--- src/rtl/tick_divider.sv ---
// Purpose : programmable periodic tick generator; one-cycle enable every P clocks.
// Latency : start seen on edge 0 -> count=0/busy=1 after edge 0; first enable after edge P.
// Backpr. : none; hold freezes the count and defers the next tick one cycle per held cycle.
//
// Ports:
//   clock, reset          system clock, asynchronous active-high reset
//   start, stop, hold     control: (re)start with sampled period/mode, abort, freeze
//   mode, period          0 = continuous / 1 = one-shot; cycles per tick (0 means 2^WIDTH)
//   enable, count, busy   registered tick pulse, current count 0..P-1, high while running
//   pulses                (only with TICK_DIVIDER_PULSECOUNT_EN) saturating pulse count
//                         since the last start

module tick_divider #(
    parameter int WIDTH          = 8,
    parameter int DEFAULT_PERIOD = 8
) (
    input  logic             clock,
    input  logic             reset,
    input  logic             start,
    input  logic             stop,
    input  logic             hold,
    input  logic             mode,
    input  logic [WIDTH-1:0] period,
`ifdef TICK_DIVIDER_PULSECOUNT_EN
    output logic [WIDTH-1:0] pulses,
`endif
    output logic             enable,
    output logic [WIDTH-1:0] count,
    output logic             busy
);

    typedef enum logic {IDLE, RUN} state_t;

    state_t           state_q, state_d;
    logic [WIDTH-1:0] count_q, count_d;
    logic [WIDTH-1:0] p_q, p_d;
    logic             m_q, m_d;
    logic             enable_q, enable_d;
    logic [WIDTH-1:0] last_count;

    // Terminal value in WIDTH-bit arithmetic: P = 0 wraps to all-ones,
    // which gives a full 2^WIDTH-cycle period.
    assign last_count = p_q - WIDTH'(1);

    always_ff @(posedge clock or posedge reset) begin
        if (reset) begin
            state_q  <= IDLE;
            count_q  <= '0;
            p_q      <= WIDTH'(DEFAULT_PERIOD);
            m_q      <= 1'b0;
            enable_q <= 1'b0;
        end else begin
            state_q  <= state_d;
            count_q  <= count_d;
            p_q      <= p_d;
            m_q      <= m_d;
            enable_q <= enable_d;
        end
    end

    // Priority: stop > start > hold > terminal count.
    always_comb begin
        state_d  = state_q;
        count_d  = count_q;
        p_d      = p_q;
        m_d      = m_q;
        enable_d = 1'b0;

        if (stop) begin
            state_d = IDLE;
            count_d = '0;
        end else if (start) begin
            // A terminal count coinciding with a restart is dropped.
            p_d     = period;
            m_d     = mode;
            count_d = '0;
            state_d = RUN;
        end else begin
            case (state_q)
                IDLE: begin
                    count_d = '0;
                end
                RUN: begin
                    if (!hold) begin
                        if (count_q == last_count) begin
                            count_d  = '0;
                            enable_d = 1'b1;
                            if (m_q) begin
                                state_d = IDLE;
                            end
                        end else begin
                            count_d = count_q + WIDTH'(1);
                        end
                    end
                end
                default: begin
                    state_d = IDLE;
                    count_d = '0;
                end
            endcase
        end
    end

    assign enable = enable_q;
    assign count  = count_q;
    assign busy   = (state_q == RUN);

`ifdef TICK_DIVIDER_PULSECOUNT_EN
    logic [WIDTH-1:0] pulses_q;

    always_ff @(posedge clock or posedge reset) begin
        if (reset) begin
            pulses_q <= '0;
        end else if (stop || start) begin
            pulses_q <= '0;
        end else if (enable_d && (pulses_q != {WIDTH{1'b1}})) begin
            pulses_q <= pulses_q + WIDTH'(1);
        end
    end

    assign pulses = pulses_q;
`endif

endmodule

--- config.mk ---
export PLATFORM = sky130hd
export DESIGN_NAME = tick_divider
export DESIGN_NICKNAME = d
export VERILOG_FILES = /design/src/rtl/tick_divider.sv
export SDC_FILE = /design/constraint.sdc
export NUM_CORES = 1
export LEC_CHECK = 0
export CAP_MARGIN = 10
export CORE_MARGIN = 4
export CORE_UTILIZATION = 53
export DETAILED_ROUTE_END_ITERATION = 6
export GPL_TIMING_DRIVEN = 1
export PLACE_DENSITY = 0.84
export SYNTH_ARGS = -nofsm -noshare
export SYNTH_HDL_FRONTEND = slang
export SYNTH_SLANG_ARGS = --single-unit
--- constraint.sdc ---
create_clock -name clock -period 7.1 [get_ports clock]
set_clock_uncertainty 0.15 [all_clocks]
set_input_delay 1.065 -clock clock [delete_from_list [all_inputs] [get_ports clock]]
set_output_delay 1.065 -clock clock [all_outputs]
set_load 0.05 [all_outputs]
==> results.cfg, run 1 <==
[run]
max_cap_viol_count = 0

[clock_tree]
post_cts_resize_count = 0
clockRootBuffer = clkbuf_4
clock_sinks = 19
ctsHoldBuffers = 0
post-cts-setup-buffers = 0
cts_tree = yes
clk_path_buf_depth = 2
cts.clk_slew.worst_paths_ns = 0.10
clock_latency_ns = 0.29
numCtsBuffers = 3
cts.htree.levels = 1

[sta]
rsz0062_at_grt = false
final-hold-violation-count = 0
slew_headroom = 0.263
fin_crit_sh = 0.438
timing.hold.ws_ns = 0.371
setup_viol = 0
worst_pin_slew_ns = 1.09
fmax_mhz = 322
maxSlewViolCount = 0
fin_crit_ns = 3.11
fin_tns_setup_ns = 0

[floorplan]
coreArea_sq_um = 1980
initial_core_util = 0.566
row_count = 16
die_area_sq_um = 2920
die_h_um = 54.0
ios = 24
die_w_um = 54.0

[detailed_routing]
met1_length_um = 1000
drt_wl_total_um = 2320
top_layer = met4
post-route-drc-count = 0
dr.pass1.iters = 4
wl_per_cell_um = 14.3
wl_met3_um = 100
wl_met2_um = 1200
dr_total_vias = 873
ant_nets = 0
viasPerCell = 5.39
drt-initial-drc-count = 22

[setup_path]
crit_fanout = 12
cp.required_ns = 7.14
crit_type = flop to flop
crit_arrival_ns = 3.15
endpoint_kind = flop
critPathLaunchType = flop

[synthesis]
synth_area_leaders = dfrtp_1, mux2_2, xnor2_1
yosysWarningCount = 0
syn_avg_cell_area_sq_um = 10.0
synth_top_area_frac = 0.401
postSynthNetCount = 128
synthArstFlopShare = 1.00
netlist_area_sq_um = 1120
synth_cell_type_count = 37
yosysMostFrequentCell = dfrtp_1
synthCells = 112
ys_ff_latch = 19
synth_largest_area_cell = dfrtp_1
ys_seq_area_frac = 0.425
synth_enable_flop_cells = 0
synthTopCellsByCount = dfrtp_1, nand2_1, mux2_2, nor2_1
synth_flop_cell = dfrtp_1

[cells_and_area]
fin_nets = 152
area_growth_pct = 23.7
seq_area_sq_um = 477
fin_area_sq_um = 1390
diodes = 0
fillers = 130
final_layout_size_suffix_gt1_frac = 0.141
multiInputGateArea_sq_um = 607

[power_and_ir_drop]
p_leak_nw = 0.567
ir_drop_mv = 0.128
p_per_area_nw_per_um2 = 166

[placed_design]
hpwl_um = 1800
gp_congestion = 0.748
numPortBuffers = 23
placed_cell_area_sq_um = 1360

[grt]
antenna_found_initial = 0
grt_pass1_wl_um = 4080
grt-ovfl-total = 0
track_usage = 0.196
grt_pass1_vias = 953
grt_max_degree = 20

[hold_path]
min_path_type = flop to flop

[status]
outcome = finished clean
-- placed cells by master, fill, tap and decap left out, types with 5 or more instances in the layout --
cell,instances
nor2_1,7
mux2_2,7
xnor2_1,6
nor3_1,6
nor4_1,5
dfrtp_1,18
clkdlybuf4s50_1,23
nand2_1,11
-- area by class of cell --
cell class | count | area share
inverter | 4 | 0.0108
multi-input combinational | 85 | 0.437
tap | 27 | 0.0243
timing repair buffer | 23 | 0.166
sequential | 19 | 0.343
clock buffer | 4 | 0.0189
-- final timing paths --
kind	start	slack, ns	to	depth (start not counted)
worst max-delay path	p_q[0]$_DFFE_PP0P_	3.99	count[5]$_DFFE_PP0P_	8
worst min-delay path	m_q$_DFFE_PP0P_	0.37	m_q$_DFFE_PP0P_	1
worst max register to register	p_q[0]$_DFFE_PP0P_	3.99	count[5]$_DFFE_PP0P_	8
worst min register to register	m_q$_DFFE_PP0P_	0.37	m_q$_DFFE_PP0P_	1
max in group asynchronous	reset	5.33	p_q[5]$_DFFE_PP0P_	2
min in group asynchronous	reset	1.02	count[3]$_DFFE_PP0P_	2
-- logic make-up (layout without fill, tap and decap cells) --
family | after synthesis | in the layout | synth area share
AO/OA/AOI/OAI | 17 | 17 | 0.124
XOR/XNOR | 10 | 10 | 0.0780
adder cells (fa/ha/maj) | 2 | 2 | 0.0223
buffers and inverters | 8 | 31 | 0.0346
flip-flops | 19 | 19 | 0.425
multiplexers | 7 | 7 | 0.0702
AND/OR/NAND/NOR | 49 | 49 | 0.246
-- metal layers --
metal | vias up | global-route usage
met5 | - | 0
met4 | 0 | 0.0954
met3 | 2 | 0.0360
met2 | 23 | 0.335
met1 | 404 | 0.236
li1 | 444 | -
-- critical path, cell delays in order (launching register included) --
cell     delay (ns)
dfrtp_1        0.44
inv_1          0.10
ha_1           0.19
or3b_1         0.38
nor3_1         0.19
xnor2_1        0.13
o41ai_2        1.01
nor2_1         0.12
a211o_1        0.30
-- power by group --
| group | switching (W) | internal, W |
|---|---|---|
| Sequential | 0.0000106 | 0.000117 |
| Combinational | 0.0000231 | 0.0000265 |
| Clock | 0.0000317 | 0.0000218 |
-- through the flow --
step | setup WS (ns) | util | instances | power, W
after floorplan | 4.46 | - | 112 | 0.000162
after global placement | 4.14 | 0.688 | 158 | 0.000176
after detailed placement | 4.05 | 0.688 | 158 | 0.000179
after CTS | 4.04 | 0.701 | 162 | 0.000233
after global routing | 3.73 | 0.701 | 162 | 0.000245
final | 3.99 | 0.701 | 162 | 0.000231
-- registers in the layout (all words and copies together) (netlist names) --
name / cells
busy: 1
count: 8
enable: 1
m_q: 1
p_q: 8
Power figures use the tool's default switching activity.
==> run 2: changes to the inputs <==
CORE_UTILIZATION = 45   (was 53)
PLACE_DENSITY = 0.76   (was 0.84)
clock period = 2.7 ns   (was 7.1 ns; I/O delays follow)
==> results.cfg, run 2 (same netlist as run 1, synthesis figures left out) <==
[status]
outcome = finished clean

[setup_path]
crit_top_cell = nor3_1
r2r-start = p_q[0]$_DFFE_PP0P_
cp.required_ns = 2.74
cpPeakStageDelay_ns = 0.44
worst-path-buf-inv = 2
crit_arrival_ns = 2.58
slowest_stage = dfrtp_1
critical-path-top-delay-family = simple AND/OR/NAND/NOR gates
cp-startpoint = p_q[0]$_DFFE_PP0P_
crit_type = flop to flop
critPathLaunchType = flop
endpoint_kind = flop
path_cells = inv_1 > ha_1 > or3b_1 > nor3_1 > xnor2_1 > o41ai_2 > buf_4 > nor3_1 > a211o_1
crit_fanout = 12

[detailed_routing]
viasPerCell = 5.50
wl_met2_um = 1100
top_layer = met4
wl_per_cell_um = 13.5
drt_wl_total_um = 2240
post-route-drc-count = 0
dr_total_vias = 913
wl_met3_um = 159
drt-initial-drc-count = 17
ant_nets = 0
dr.pass1.iters = 4
met1_length_um = 962

[clock_tree]
clock_sinks = 19
cts_tree = yes
ctsHoldBuffers = 0
clockRootBuffer = clkbuf_4
numCtsBuffers = 3
clock_latency_ns = 0.30
post-cts-setup-buffers = 0
cts.htree.levels = 1
post_cts_resize_count = 0
cts.clk_slew.worst_paths_ns = 0.12
clk_path_buf_depth = 2

[power_and_ir_drop]
p_per_area_nw_per_um2 = 432
power_w = 0.000615
p_clk_frac = 0.240
p_sw_w = 0.000180
sequentialPowerShare = 0.542
p_leak_nw = 0.587
comb_power_share = 0.217
switching_share = 0.292
p_int_w = 0.000436
ir_drop_mv = 0.315

[cells_and_area]
final_layout_size_suffix_gt1_frac = 0.181
seq_area_sq_um = 477
fillers = 203
final_common_cell = clkdlybuf4s50_1
fin_nets = 155
diodes = 0
area_growth_pct = 27.0
final_cell_mix = clkdlybuf4s50_1, dfrtp_1, nand2_1, mux2_2, nor2_1
multiInputGateArea_sq_um = 618

[floorplan]
die_area_sq_um = 3360
die_w_um = 57.9
ios = 24
coreArea_sq_um = 2300
die_h_um = 57.9
initial_core_util = 0.489
row_count = 17

[sta]
maxSlewViolCount = 0
setup_viol = 0
fin_tns_setup_ns = 0
final-hold-violation-count = 0
fin_crit_sh = 0.939
fmax_mhz = 395
slew_headroom = 0.507
fin_crit_ns = 2.53
rsz0062_at_grt = false
worst_pin_slew_ns = 0.739

[grt]
grt_pass1_vias = 917
grt-ovfl-total = 0
track_usage = 0.152
grt_max_degree = 20
grt_pass1_wl_um = 3970
antenna_found_initial = 0

[placed_design]
hpwl_um = 1700
gp_congestion = 0.706
numPortBuffers = 23

[hold_path]
min_path_type = input pin to asynchronous set/reset pin

[run]
max_cap_viol_count = 0
## run 2: cell types whose count changed in the layout (fill, tap and decap cells not counted)
| cell | change |
|---|---|
| clkinv_2 | +1 |
| clkbuf_1 | -1 |
| nor4_2 | +1 |
| buf_4 | +3 |
| nor4_1 | -1 |
| nor3b_1 | -1 |
| nor3b_2 | +1 |
## run 2: per-layer routing
metal,up-vias,global-route usage
li1,455,-
met1,430,0.179
met2,24,0.263
met3,4,0.0379
met4,0,0.0596
met5,-,0
## run 2: area by class of cell
cell class	count	area share
inverter	4	0.0105
tap	28	0.0246
clock inverter	1	0.00351
sequential	19	0.335
timing repair buffer	26	0.177
multi-input combinational	85	0.434
clock buffer	3	0.0158
## run 2: through the flow
step           hold slack, ns  std cells   util  instance area, sq um  setup slack, ns
2_1_floorplan           0.205        112      -                  1120           0.0575
5_1_grt                 0.402        166  0.620                  1430          0.00997
6_report                0.361        166  0.620                  1430            0.166
3_5_place_dp            0.365        162  0.603                  1390            0.151
3_3_place_gp            0.354        162  0.603                  1390            0.238
4_1_cts                 0.390        166  0.615                  1410            0.110
## run 2: power groups by stage
stage                     sequential, W  clock [W]  combinational (W)
after floorplan                0.000336          0          0.0000908
after global placement         0.000337          0           0.000127
after detailed placement       0.000339          0           0.000133
after CTS                      0.000334   0.000156           0.000133
after global routing           0.000338   0.000165           0.000149
final                          0.000334   0.000148           0.000134
## run 2: worst paths after layout
| kind | depth (start not counted) | endpoint | slack [ns] |
|---|---|---|---|
| setup / recovery | 9 | count[4]$_DFFE_PP0P_ | 0.17 |
| hold / removal | 2 | count[1]$_DFFE_PP0P_ | 0.36 |
| setup reg to reg | 9 | count[4]$_DFFE_PP0P_ | 0.17 |
| min in group clock | 1 | m_q$_DFFE_PP0P_ | 0.39 |
| hold reg to reg | 1 | m_q$_DFFE_PP0P_ | 0.39 |
| max in group asynchronous | 2 | count[7]$_DFFE_PP0P_ | 1.57 |
